[config.mk]
export PLATFORM = sky130hd
export DESIGN_NAME = bram_bank_master_flat
export DESIGN_NICKNAME = d
export VERILOG_FILES = /design/src/rtl/bram_bank_master_if.sv /design/src/rtl/bram_bank_master.sv /design/src/flat_wrapper.sv
export SDC_FILE = /design/constraint.sdc
export NUM_CORES = 1
export LEC_CHECK = 0
export CAP_MARGIN = 40
export CORE_ASPECT_RATIO = 0.7
export CORE_MARGIN = 8
export CORE_UTILIZATION = 41
export DETAILED_ROUTE_END_ITERATION = 8
export PLACE_DENSITY = 0.81
export SETUP_SLACK_MARGIN = 0.3
export SLEW_MARGIN = 20
export SYNTH_ARGS = -nofsm -noshare
export SYNTH_HDL_FRONTEND = slang
export SYNTH_SLANG_ARGS = --single-unit
[constraint.sdc]
create_clock -name clk -period 2.1 [get_ports clk]
set_input_delay 0.42 -clock clk [delete_from_list [all_inputs] [get_ports clk]]
set_output_delay 0.42 -clock clk [all_outputs]
set_load 0.005 [all_outputs]
[src/rtl/bram_bank_master_if.sv]
// -----------------------------------------------------------------------------
// bram_bank_master_if
// Groups the command, response and bank-decoder signals of bram_bank_master.
//   master modport : the bram_bank_master side (accepts commands, returns
//                    responses, drives the bank decoder).
//   slave modport  : the environment side (command source, response sink,
//                    bank decoder read-data mux).
// Signals:
//   cmd_valid/cmd_ready/cmd_we/cmd_addr/cmd_wdata/cmd_wstrb : command channel
//   rsp_valid/rsp_ready/rsp_rdata/rsp_err                   : response channel
//   bram_addr/bram_en/bram_we/bram_wdata/bram_rdata         : decoder port
// -----------------------------------------------------------------------------
interface bram_bank_master_if;
  logic        cmd_valid;
  logic        cmd_ready;
  logic        cmd_we;
  logic [31:0] cmd_addr;
  logic [31:0] cmd_wdata;
  logic [3:0]  cmd_wstrb;
  logic        rsp_valid;
  logic        rsp_ready;
  logic [31:0] rsp_rdata;
  logic        rsp_err;
  logic [31:0] bram_addr;
  logic        bram_en;
  logic [3:0]  bram_we;
  logic [31:0] bram_wdata;
  logic [31:0] bram_rdata;

  modport master (
    input  cmd_valid, cmd_we, cmd_addr, cmd_wdata, cmd_wstrb, rsp_ready, bram_rdata,
    output cmd_ready, rsp_valid, rsp_rdata, rsp_err, bram_addr, bram_en, bram_we, bram_wdata
  );

  modport slave (
    output cmd_valid, cmd_we, cmd_addr, cmd_wdata, cmd_wstrb, rsp_ready, bram_rdata,
    input  cmd_ready, rsp_valid, rsp_rdata, rsp_err, bram_addr, bram_en, bram_we, bram_wdata
  );
endinterface

[src/rtl/bram_bank_master.sv]
// -----------------------------------------------------------------------------
// bram_bank_master
// Single-outstanding command master for a banked BRAM decoder. A command is
// accepted in IDLE, issued as a one-cycle bram_en pulse in ACCESS, read data
// is captured RD_LAT cycles later in WAIT, and the response is held in RESP
// until rsp_ready. Every output is driven straight from a register.
// Parameters:
//   NUM_BANKS : number of 4 KB banks, bank index = addr[19:12]
//   RD_LAT    : cycles from the bram_en cycle to valid bram_rdata (1..3)
// Ports:
//   clk   : rising-edge clock
//   rst_n : asynchronous active-low reset
//   bus   : bram_bank_master_if.master (command, response, decoder signals)
// Build option:
//   BANK_RANGE_CHK_EN : when defined, a bank index >= NUM_BANKS is answered
//                       with rsp_err=1 and no decoder access; when undefined
//                       no check is made and rsp_err stays 0.
// -----------------------------------------------------------------------------
module bram_bank_master #(
  parameter int NUM_BANKS = 25,
  parameter int RD_LAT    = 1
) (
  input logic                clk,
  input logic                rst_n,
  bram_bank_master_if.master bus
);

  if (RD_LAT < 1 || RD_LAT > 3 || NUM_BANKS < 1 || NUM_BANKS > 256) begin : g_bad_param
    $error("bram_bank_master: RD_LAT must be 1..3 and NUM_BANKS 1..256");
  end

  typedef enum logic [1:0] {IDLE, ACCESS, WAIT, RESP} state_t;

  state_t      state_q, state_d;
  logic [1:0]  cnt_q, cnt_d;
  logic        we_q, we_d;
  logic        cmd_ready_q, cmd_ready_d;
  logic        rsp_valid_q, rsp_valid_d;
  logic [31:0] rsp_rdata_q, rsp_rdata_d;
  logic        rsp_err_q, rsp_err_d;
  logic [31:0] bram_addr_q, bram_addr_d;
  logic        bram_en_q, bram_en_d;
  logic [3:0]  bram_we_q, bram_we_d;
  logic [31:0] bram_wdata_q, bram_wdata_d;
  logic        oob;

`ifdef BANK_RANGE_CHK_EN
  assign oob = ({24'd0, bus.cmd_addr[19:12]} >= 32'(NUM_BANKS));
`else
  assign oob = 1'b0;
`endif

  always_comb begin
    state_d      = state_q;
    cnt_d        = cnt_q;
    we_d         = we_q;
    cmd_ready_d  = cmd_ready_q;
    rsp_valid_d  = rsp_valid_q;
    rsp_rdata_d  = rsp_rdata_q;
    rsp_err_d    = rsp_err_q;
    bram_addr_d  = bram_addr_q;
    bram_en_d    = 1'b0;
    bram_we_d    = 4'h0;
    bram_wdata_d = bram_wdata_q;

    case (state_q)
      // cmd_ready is registered, so it rises on the first clock after reset
      // release or after a response handshake.
      IDLE: begin
        cmd_ready_d = 1'b1;
        if (cmd_ready_q && bus.cmd_valid) begin
          cmd_ready_d = 1'b0;
          we_d        = bus.cmd_we;
          if (oob) begin
            state_d     = RESP;
            rsp_valid_d = 1'b1;
            rsp_rdata_d = 32'h0;
            rsp_err_d   = 1'b1;
          end else begin
            state_d      = ACCESS;
            bram_en_d    = 1'b1;
            bram_we_d    = bus.cmd_we ? bus.cmd_wstrb : 4'h0;
            bram_addr_d  = bus.cmd_addr & 32'hFFFF_FFFC;
            bram_wdata_d = bus.cmd_wdata;
          end
        end
      end
      // bram_en is high for this single cycle only.
      ACCESS: begin
        if (we_q) begin
          state_d     = RESP;
          rsp_valid_d = 1'b1;
          rsp_rdata_d = 32'h0;
          rsp_err_d   = 1'b0;
        end else begin
          state_d = WAIT;
          cnt_d   = 2'(RD_LAT);
        end
      end
      // bram_addr is still held here so the decoder mux keeps the bank.
      WAIT: begin
        cnt_d = cnt_q - 2'd1;
        if (cnt_q == 2'd1) begin
          state_d     = RESP;
          cnt_d       = 2'd0;
          rsp_valid_d = 1'b1;
          rsp_rdata_d = bus.bram_rdata;
          rsp_err_d   = 1'b0;
        end
      end
      RESP: begin
        if (bus.rsp_ready) begin
          state_d     = IDLE;
          cmd_ready_d = 1'b1;
          rsp_valid_d = 1'b0;
          rsp_rdata_d = 32'h0;
          rsp_err_d   = 1'b0;
        end
      end
      default: state_d = IDLE;
    endcase
  end

  always_ff @(posedge clk or negedge rst_n) begin
    if (!rst_n) begin
      state_q      <= IDLE;
      cnt_q        <= 2'd0;
      we_q         <= 1'b0;
      cmd_ready_q  <= 1'b0;
      rsp_valid_q  <= 1'b0;
      rsp_rdata_q  <= 32'h0;
      rsp_err_q    <= 1'b0;
      bram_addr_q  <= 32'h0;
      bram_en_q    <= 1'b0;
      bram_we_q    <= 4'h0;
      bram_wdata_q <= 32'h0;
    end else begin
      state_q      <= state_d;
      cnt_q        <= cnt_d;
      we_q         <= we_d;
      cmd_ready_q  <= cmd_ready_d;
      rsp_valid_q  <= rsp_valid_d;
      rsp_rdata_q  <= rsp_rdata_d;
      rsp_err_q    <= rsp_err_d;
      bram_addr_q  <= bram_addr_d;
      bram_en_q    <= bram_en_d;
      bram_we_q    <= bram_we_d;
      bram_wdata_q <= bram_wdata_d;
    end
  end

  assign bus.cmd_ready  = cmd_ready_q;
  assign bus.rsp_valid  = rsp_valid_q;
  assign bus.rsp_rdata  = rsp_rdata_q;
  assign bus.rsp_err    = rsp_err_q;
  assign bus.bram_addr  = bram_addr_q;
  assign bus.bram_en    = bram_en_q;
  assign bus.bram_we    = bram_we_q;
  assign bus.bram_wdata = bram_wdata_q;

endmodule

[src/flat_wrapper.sv]
// flat-port wrapper written by rule: the top's interface ports become plain ports
module bram_bank_master_flat 
#(
  parameter int NUM_BANKS = 25,
  parameter int RD_LAT    = 1
)
  (clk, rst_n, bus_cmd_valid, bus_cmd_we, bus_cmd_addr, bus_cmd_wdata, bus_cmd_wstrb, bus_rsp_ready, bus_bram_rdata, bus_cmd_ready, bus_rsp_valid, bus_rsp_rdata, bus_rsp_err, bus_bram_addr, bus_bram_en, bus_bram_we, bus_bram_wdata);
  bram_bank_master_if bus_i ();
  input logic clk;
  input logic rst_n;
  input wire logic [$bits(bus_i.cmd_valid)-1:0] bus_cmd_valid;
  input wire logic [$bits(bus_i.cmd_we)-1:0] bus_cmd_we;
  input wire logic [$bits(bus_i.cmd_addr)-1:0] bus_cmd_addr;
  input wire logic [$bits(bus_i.cmd_wdata)-1:0] bus_cmd_wdata;
  input wire logic [$bits(bus_i.cmd_wstrb)-1:0] bus_cmd_wstrb;
  input wire logic [$bits(bus_i.rsp_ready)-1:0] bus_rsp_ready;
  input wire logic [$bits(bus_i.bram_rdata)-1:0] bus_bram_rdata;
  output wire logic [$bits(bus_i.cmd_ready)-1:0] bus_cmd_ready;
  output wire logic [$bits(bus_i.rsp_valid)-1:0] bus_rsp_valid;
  output wire logic [$bits(bus_i.rsp_rdata)-1:0] bus_rsp_rdata;
  output wire logic [$bits(bus_i.rsp_err)-1:0] bus_rsp_err;
  output wire logic [$bits(bus_i.bram_addr)-1:0] bus_bram_addr;
  output wire logic [$bits(bus_i.bram_en)-1:0] bus_bram_en;
  output wire logic [$bits(bus_i.bram_we)-1:0] bus_bram_we;
  output wire logic [$bits(bus_i.bram_wdata)-1:0] bus_bram_wdata;
  assign bus_i.cmd_valid = bus_cmd_valid;
  assign bus_i.cmd_we = bus_cmd_we;
  assign bus_i.cmd_addr = bus_cmd_addr;
  assign bus_i.cmd_wdata = bus_cmd_wdata;
  assign bus_i.cmd_wstrb = bus_cmd_wstrb;
  assign bus_i.rsp_ready = bus_rsp_ready;
  assign bus_i.bram_rdata = bus_bram_rdata;
  assign bus_cmd_ready = bus_i.cmd_ready;
  assign bus_rsp_valid = bus_i.rsp_valid;
  assign bus_rsp_rdata = bus_i.rsp_rdata;
  assign bus_rsp_err = bus_i.rsp_err;
  assign bus_bram_addr = bus_i.bram_addr;
  assign bus_bram_en = bus_i.bram_en;
  assign bus_bram_we = bus_i.bram_we;
  assign bus_bram_wdata = bus_i.bram_wdata;
  bram_bank_master #(.NUM_BANKS(NUM_BANKS), .RD_LAT(RD_LAT)) u_core (.clk(clk), .rst_n(rst_n), .bus(bus_i));
endmodule
==> metrics.csv <==
metric,value,unit
status,"complete, no violations",
first-pass GRT wire length,19910,um
Cell variety after synth,27,
clk_lat worst skew,0.33,ns
startpoint type of the worst setup path,flop,
flop and latch count out of synthesis,106,
f_max,0.5457,GHz
Iteration-0 DRC Markers,155,
CTS tree,yes,
Die Y,102.2,um
vias,3671,
CP Cell Sequence,"inv_2, ha_4, nor2b_4, a2111oi_4, buf_6, clkbuf_16, mux2i_1",
"Area growth, synth to finish",58.59,%
FF-to-FF End,u_core.bus.rsp_rdata[0],
Root Buffer,clkbuf_16,
Sinks on Clock Net,106,
CP endpoint kind,flop,
largest net degree at the start of global routing,107,
wire length per cell,16.19,um
Detail Route Antenna Nets,0,
post-synthesis compound-gate area fraction,2.126,%
Hold Slack,0.1222,ns
WL final,12860,um
CP max FO,8,
final layout net count,768,
vias in the first global route,3865,
DR pass1 iterations,4,
num rows,31,
Clock Path Buffers,2,
pwr dens,1416,nW/um^2
final hold violation count,0,
WL met1,5444,um
"CP delay by family, top",buffers and inverters,
synthesized-area fraction occupied by adder cells,1.724,%
met3 WL,1070,um
HPWL Detailed,9114,um
Setup Crit Path Kind,flop to flop,
register area share after synthesis,60.92,%
num ports,209,
worst min path class,primary input to async pin,
core region area,10360,sq um
R2R depth,7,
met2 wire length,6102,um
"Setup violations, final",0,
cts bufs inserted,9,
GRT overflow,0,
port buffer count,203,
antenna violations before repair,0,
die width,139.2,um
Final Util,66.68,%
DRC,0,
clk_skew,0.01056,ns
Worst path max stage delay,0.42,ns
multiplexer share of the synthesized area,7.845,%
Crit Reg-Reg Startpoint,u_core.state_q[0],
vias per cell,4.623,
All-Layer GR Usage,17.29,%
Starting Density,42.04,%
max-slew violation count,0,
setup tns final,0,ns
register clock-pin slew on the reported worst setup and hold paths,0.07,ns
simple-gate portion of the synthesized area,20.95,%
Worst VDD drop,0.7210,mV
largest family of logic cells by synthesized area,simple AND/OR/NAND/NOR gates,
Register-to-Register Setup Slack,0.27,ns
Tmin final,1.832,ns
Tcrit/Tclk final,87.26,%
crit path DAT,2.09,ns
Die Area,14230,sq um
xor/xnor share of the synthesized area,0,%
Avg Synthesized Cell Area,9.612,sq um
n_diodes,0,
unrepaired setup endpoints after global routing,yes,
Buf/Inv on CP,3,
routability cong.,0.7511,
Max Used Layer,met4,
worst-margin pin slew,0.5955,ns
slowest CP cell,dfrtp_1,
Synth Warn #,0,
synthesized instance count,453,
Critical Path RT,2.36,ns
Max-cap violations,0,
synthesized area,4354,sq um
Slew headroom,60.30,%
leakage dissipation,3.332,nW
share of cells above drive strength 1,5.438,%
H-tree depth,3,
Post-CTS Hold Buffers,0,
## per-layer routing
layer,vias to the layer above,GRT usage [%]
met1,1745,20.61
met2,132,28.68
met5,-,0
li1,1778,-
met4,0,5.290
met3,16,6.813
## synthesized netlist by cell type, drive strengths merged
cell / n / area, sq um
nand2: 220 / 825.8
dfrtp: 106 / 2653
inv: 39 / 146.4
mux2i: 33 / 330.3
clkbuf: 14 / 52.55
buf: 9 / 77.57
ha: 6 / 75.07
o21ai: 6 / 30.02
and3: 5 / 31.28
nor2b: 2 / 20.02
nor3b: 2 / 15.01
a2111oi: 1 / 27.53
a21boi: 1 / 7.510
a2bb2oi: 1 / 8.760
a311oi: 1 / 8.760
a32o: 1 / 10.01
conb: 1 / 3.750
mux2: 1 / 11.26
nand3: 1 / 5.000
nor2: 1 / 3.750
nor3: 1 / 5.000
nor4: 1 / 6.260
## worst register-to-register path: cells and delay by family (launching register included)
family	cells	cell delay, ns
buffers and inverters	3	0.47
DFF	1	0.42
AOI/OAI and AO/OA	1	0.40
muxes	1	0.18
adders and majority gates	1	0.16
and+or+nand+nor	1	0.13
## registers in the layout (all words and copies together) (netlist names), 2 cells and up
signal,cells
u_core.bus.bram_addr,30
u_core.bus.bram_wdata,32
u_core.bus.bram_we,4
u_core.bus.rsp_rdata,32
u_core.cnt_q,2
u_core.state_q,2
## final cells by class
type                            instances  area [sq um]
Tap cell                              132         165.2
Clock inverter                          5         37.54
Inverter                               39         146.4
Timing Repair Buffer                  214          2205
Fill cell                             795          3451
Clock buffer                           11         242.7
Multi-Input combinational cell        287          1455
Sequential cell                       106          2654
## power breakdown
group	leakage, nW	internal [mW]	switching, mW
sequential	1.37	2.95	0.522
combinational	1.83	2.74	1.99
clock	0.132	0.842	0.735
total	3.33	6.53	3.25
## worst max-delay path by stage
stage                                 start                  endpoint  slack (ns)  depth (start not counted)
after floorplan           u_core.state_q[0]  u_core.bus.rsp_rdata[10]        0.30                          5
after global placement        bus_rsp_ready   u_core.bus.rsp_rdata[6]        0.14                          5
after detailed placement      bus_rsp_ready  u_core.bus.rsp_rdata[23]        0.08                          5
after CTS                 u_core.state_q[0]  u_core.bus.rsp_rdata[24]        0.27                          5
after global routing      u_core.state_q[0]   u_core.bus.rsp_rdata[6]        0.20                          7
final                     u_core.state_q[0]   u_core.bus.rsp_rdata[0]        0.27                          7
## layout by cell type (no fill, tap or decap), types with 3 or more instances in the layout
master           netlist  final
inv_1                 38     37
conb_1                 1      3
ha_1                   6      4
dfrtp_1              106    105
o21ai_0                3      3
and3_1                 5      5
o21ai_1                3      3
buf_4                  3      4
nand2_1              220    220
mux2i_1               33     33
buf_12                 0      4
clkbuf_16              0     11
clkdlybuf4s50_1        0    202
## logic make-up after synthesis
logic type | count (synthesis)
AOI/OAI and AO/OA | 11
adders and majority gates | 6
buffers and inverters | 62
DFF | 106
muxes | 34
other | 1
and+or+nand+nor | 233
## repair_timing
| item | in CTS | in global routing |
|---|---|---|
| pin swaps | 0 | 2 |
| setup buffers | 0 | 2 |
| resized for setup | 1 | 7 |
| setup endpoints to repair | 15 | 33 |
| hold endpoints to repair | 0 | 0 |
| cloned | 0 | 3 |
## metrics by stage
step | total power, mW | instances | worst slack, ns | instance area (sq um)
after global placement | 7.680 | 773 | 0.1367 | 6521
after floorplan | 5.408 | 455 | 0.3030 | 4369
after detailed placement | 7.890 | 773 | 0.07751 | 6521
after global routing | 10.46 | 794 | 0.1994 | 6905
final | 9.779 | 794 | 0.2675 | 6905
after CTS | 9.512 | 789 | 0.2748 | 6805
(Power assumes the default switching activity.)
==> RTL change, RTL diff (same flow settings) <==
Take the reset off `bram_addr_q` and load it in a clocked block of its own.
--- a/src/rtl/bram_bank_master.sv
+++ b/src/rtl/bram_bank_master.sv
@@ -130,7 +130,6 @@
       rsp_valid_q  <= 1'b0;
       rsp_rdata_q  <= 32'h0;
       rsp_err_q    <= 1'b0;
-      bram_addr_q  <= 32'h0;
       bram_en_q    <= 1'b0;
       bram_we_q    <= 4'h0;
       bram_wdata_q <= 32'h0;
@@ -142,11 +141,14 @@
       rsp_valid_q  <= rsp_valid_d;
       rsp_rdata_q  <= rsp_rdata_d;
       rsp_err_q    <= rsp_err_d;
-      bram_addr_q  <= bram_addr_d;
       bram_en_q    <= bram_en_d;
       bram_we_q    <= bram_we_d;
       bram_wdata_q <= bram_wdata_d;
     end
+  end
+
+  always_ff @(posedge clk) begin
+    bram_addr_q <= bram_addr_d;
   end
 
   assign bus.cmd_ready  = cmd_ready_q;
Formal check against the unedited RTL: differs if rst_n is asserted again (counterexample within 4 cycles, from zero or initial values and one cycle with rst_n low); with rst_n held inactive, the same outputs for 4 cycles.
==> RTL change against the original RTL <==
- utilization increased by 2.6 points
- clock power is 9% higher
- area after synthesis is 4.8% lower
- worst setup slack better by 0.037 ns
- sequential cell count did not move
- combinational power is 20% lower
- sequential share of layout area is 3.1 points higher
- cell count fell by 12%
- wire length fell by 7.0%
- worst hold slack got worse by 0.079 ns
- power shrank 12%
- design area shrank 2.1%
- largest power group unchanged
- non-clock buffer count rose by 2
- critical path depth fell by 1
==> RTL change: results (changes against the original RTL) <==
outcome - finished clean
Slowest-stage cell, CP - dfrtp_2
Crit Path Max Fanout - 8 (unchanged)
vias - 3257 (-11%)
Post-synth top cells - nand2_1, dfrtp_1, inv_1
H-tree depth - 3 (unchanged)
GRT Total Usage - 0.175 (+0.00174)
number of global-route vias before repair - 3543 (-8.3%)
GPL Wtd Cong - 0.804 (+7.1%)
Post-DP HPWL - 8.92 mm (-2.1%)
largest net degree at the start of global routing - 48 (-55%)
distinct cell type count after synthesis - 28 (+3.7%)
Port Buffer Count - 203 (unchanged)
n_diodes - 0 (unchanged)
warnings from Yosys - 0 (unchanged)
total CTS buffers - 9 (unchanged)
number of synthesized flops with an enable pin - 30 (+30)
Slew headroom - 0.666 (+0.0628)
top cells by area, synth - dfrtp_1, edfxtp_1, nand2_1, mux2i_1, inv_1
maximum clock path buffer count - 2 (unchanged)
crit path DAT - 2.06 ns (-0.03 ns)
layout cells sized above 1 - 0.0801 (+0.0258)
sequential fraction of the synthesis area - 0.676 (+0.0669)
skew final - 0.00761 ns (-0.00296 ns)
Leak - 2.98 nW (-10%)
Post-synth top flop - dfrtp_1
first-pass GRT wire length - 18.8 mm (-5.5%)
Clock Latency Late Sink - 0.34 ns
initial antenna violation count - 0 (unchanged)
Worst-path clk slew - 0.07 ns (about the same)
drt first-iter violations - 128 (-17%)
Layout Nets - 680 (-11%)
DRT Pass-1 Iters - 4 (unchanged)
VDD IR max - 709 uV (-1.6%)
CP top delay family - buffers and inverters
Wirelength per Cell - 17.0 um (+5.2%)
Root Driver - clkbuf_16
Synth async-reset ratio - 0.717 (-0.283)
crit-path max cell delay - 0.46 ns (+0.04 ns)
Hold Crit Class - input pin to async pin
-- RTL change: cell count changes after synthesis, sizes merged, moves of 2 or more --
cell	unedited run	this run
nor2	1	3
nand2	220	130
a211oi	0	2
mux2i	33	35
nor3b	2	0
nand3	1	4
clkbuf	14	8
dfrtp	106	76
edfxtp	0	30
o21ai	6	1
-- RTL change: final timing paths --
| check | start | endpoint | slack [ns] | cells after the start |
|---|---|---|---|---|
| max in group asynchronous | rst_n | u_core.bus.bram_wdata[29] | 1.48 | 2 |
| min in group clk | u_core.bus.bram_wdata[31] | u_core.bus.bram_wdata[31] | 0.47 | 2 |
| min reg2reg | u_core.bus.bram_wdata[31] | u_core.bus.bram_wdata[31] | 0.47 | 2 |
| max reg2reg | u_core.state_q[0] | u_core.bus.rsp_rdata[31] | 0.30 | 6 |
| min | rst_n | u_core.bus.bram_wdata[6] | 0.04 | 1 |
| max | u_core.state_q[0] | u_core.bus.rsp_rdata[31] | 0.30 | 6 |
-- RTL change: cell type report --
class                      instances  area (um2)
multi-input combinational        198        1140
timing repair buffer             216        2200
fill                             710        3000
inverter                          38         145
clock inverter                     7        82.6
sequential                       106        2810
tap                              128         160
clock buffer                       9         225
-- RTL change: metal layers --
layer | vias to the layer above | track usage | share of wire
li1 | 1545 | - | -
met1 | 1577 | 0.194 | 0.39
met2 | 125 | 0.302 | 0.50
met3 | 10 | 0.0758 | 0.11
met4 | 0 | 0.0412 | 0.0083
met5 | - | 0 | 0
-- RTL change: cells by family (layout without fill, tap and decap cells) --
family	Yosys count	after routing	synth area share
compound gates	9	9	0.0202
mux	36	36	0.0872
buf+inv	55	270	0.0589
other cells	1	3	0.000905
simple gates	143	143	0.136
xor+xnor	1	1	0.00211
fa+ha+maj	6	6	0.0181
flops	106	106	0.676
-- RTL change: through the flow --
step	hold WS [ns]	cell area [um2]	instances	setup WS [ns]
global placement	0.426	6330	680	0.147
CTS	0.0644	6720	700	0.305
detailed placement	0.434	6330	680	0.0694
finish	0.0427	6760	702	0.305
global route	0.0821	6760	702	0.207
floorplan	0.124	4160	359	0.308
-- RTL change: where the power goes --
part	internal, mW	leakage [nW]	switching, mW	total (mW)
clock network	0.946	0.145	0.770	1.72
registers	2.76	1.25	0.336	3.10
logic	2.16	1.59	1.62	3.79
-- RTL change: repair_timing --
| action | CTS | global route |
|---|---|---|
| setup endpoints to repair | 32 | 64 |
| hold buffers | 0 | 0 |
| gates resized for setup | 6 | 8 |
| cloned | 2 | 0 |
| hold endpoints to repair | 0 | 0 |
| buffers inserted | 2 | 2 |
| pin swaps | 1 | 1 |
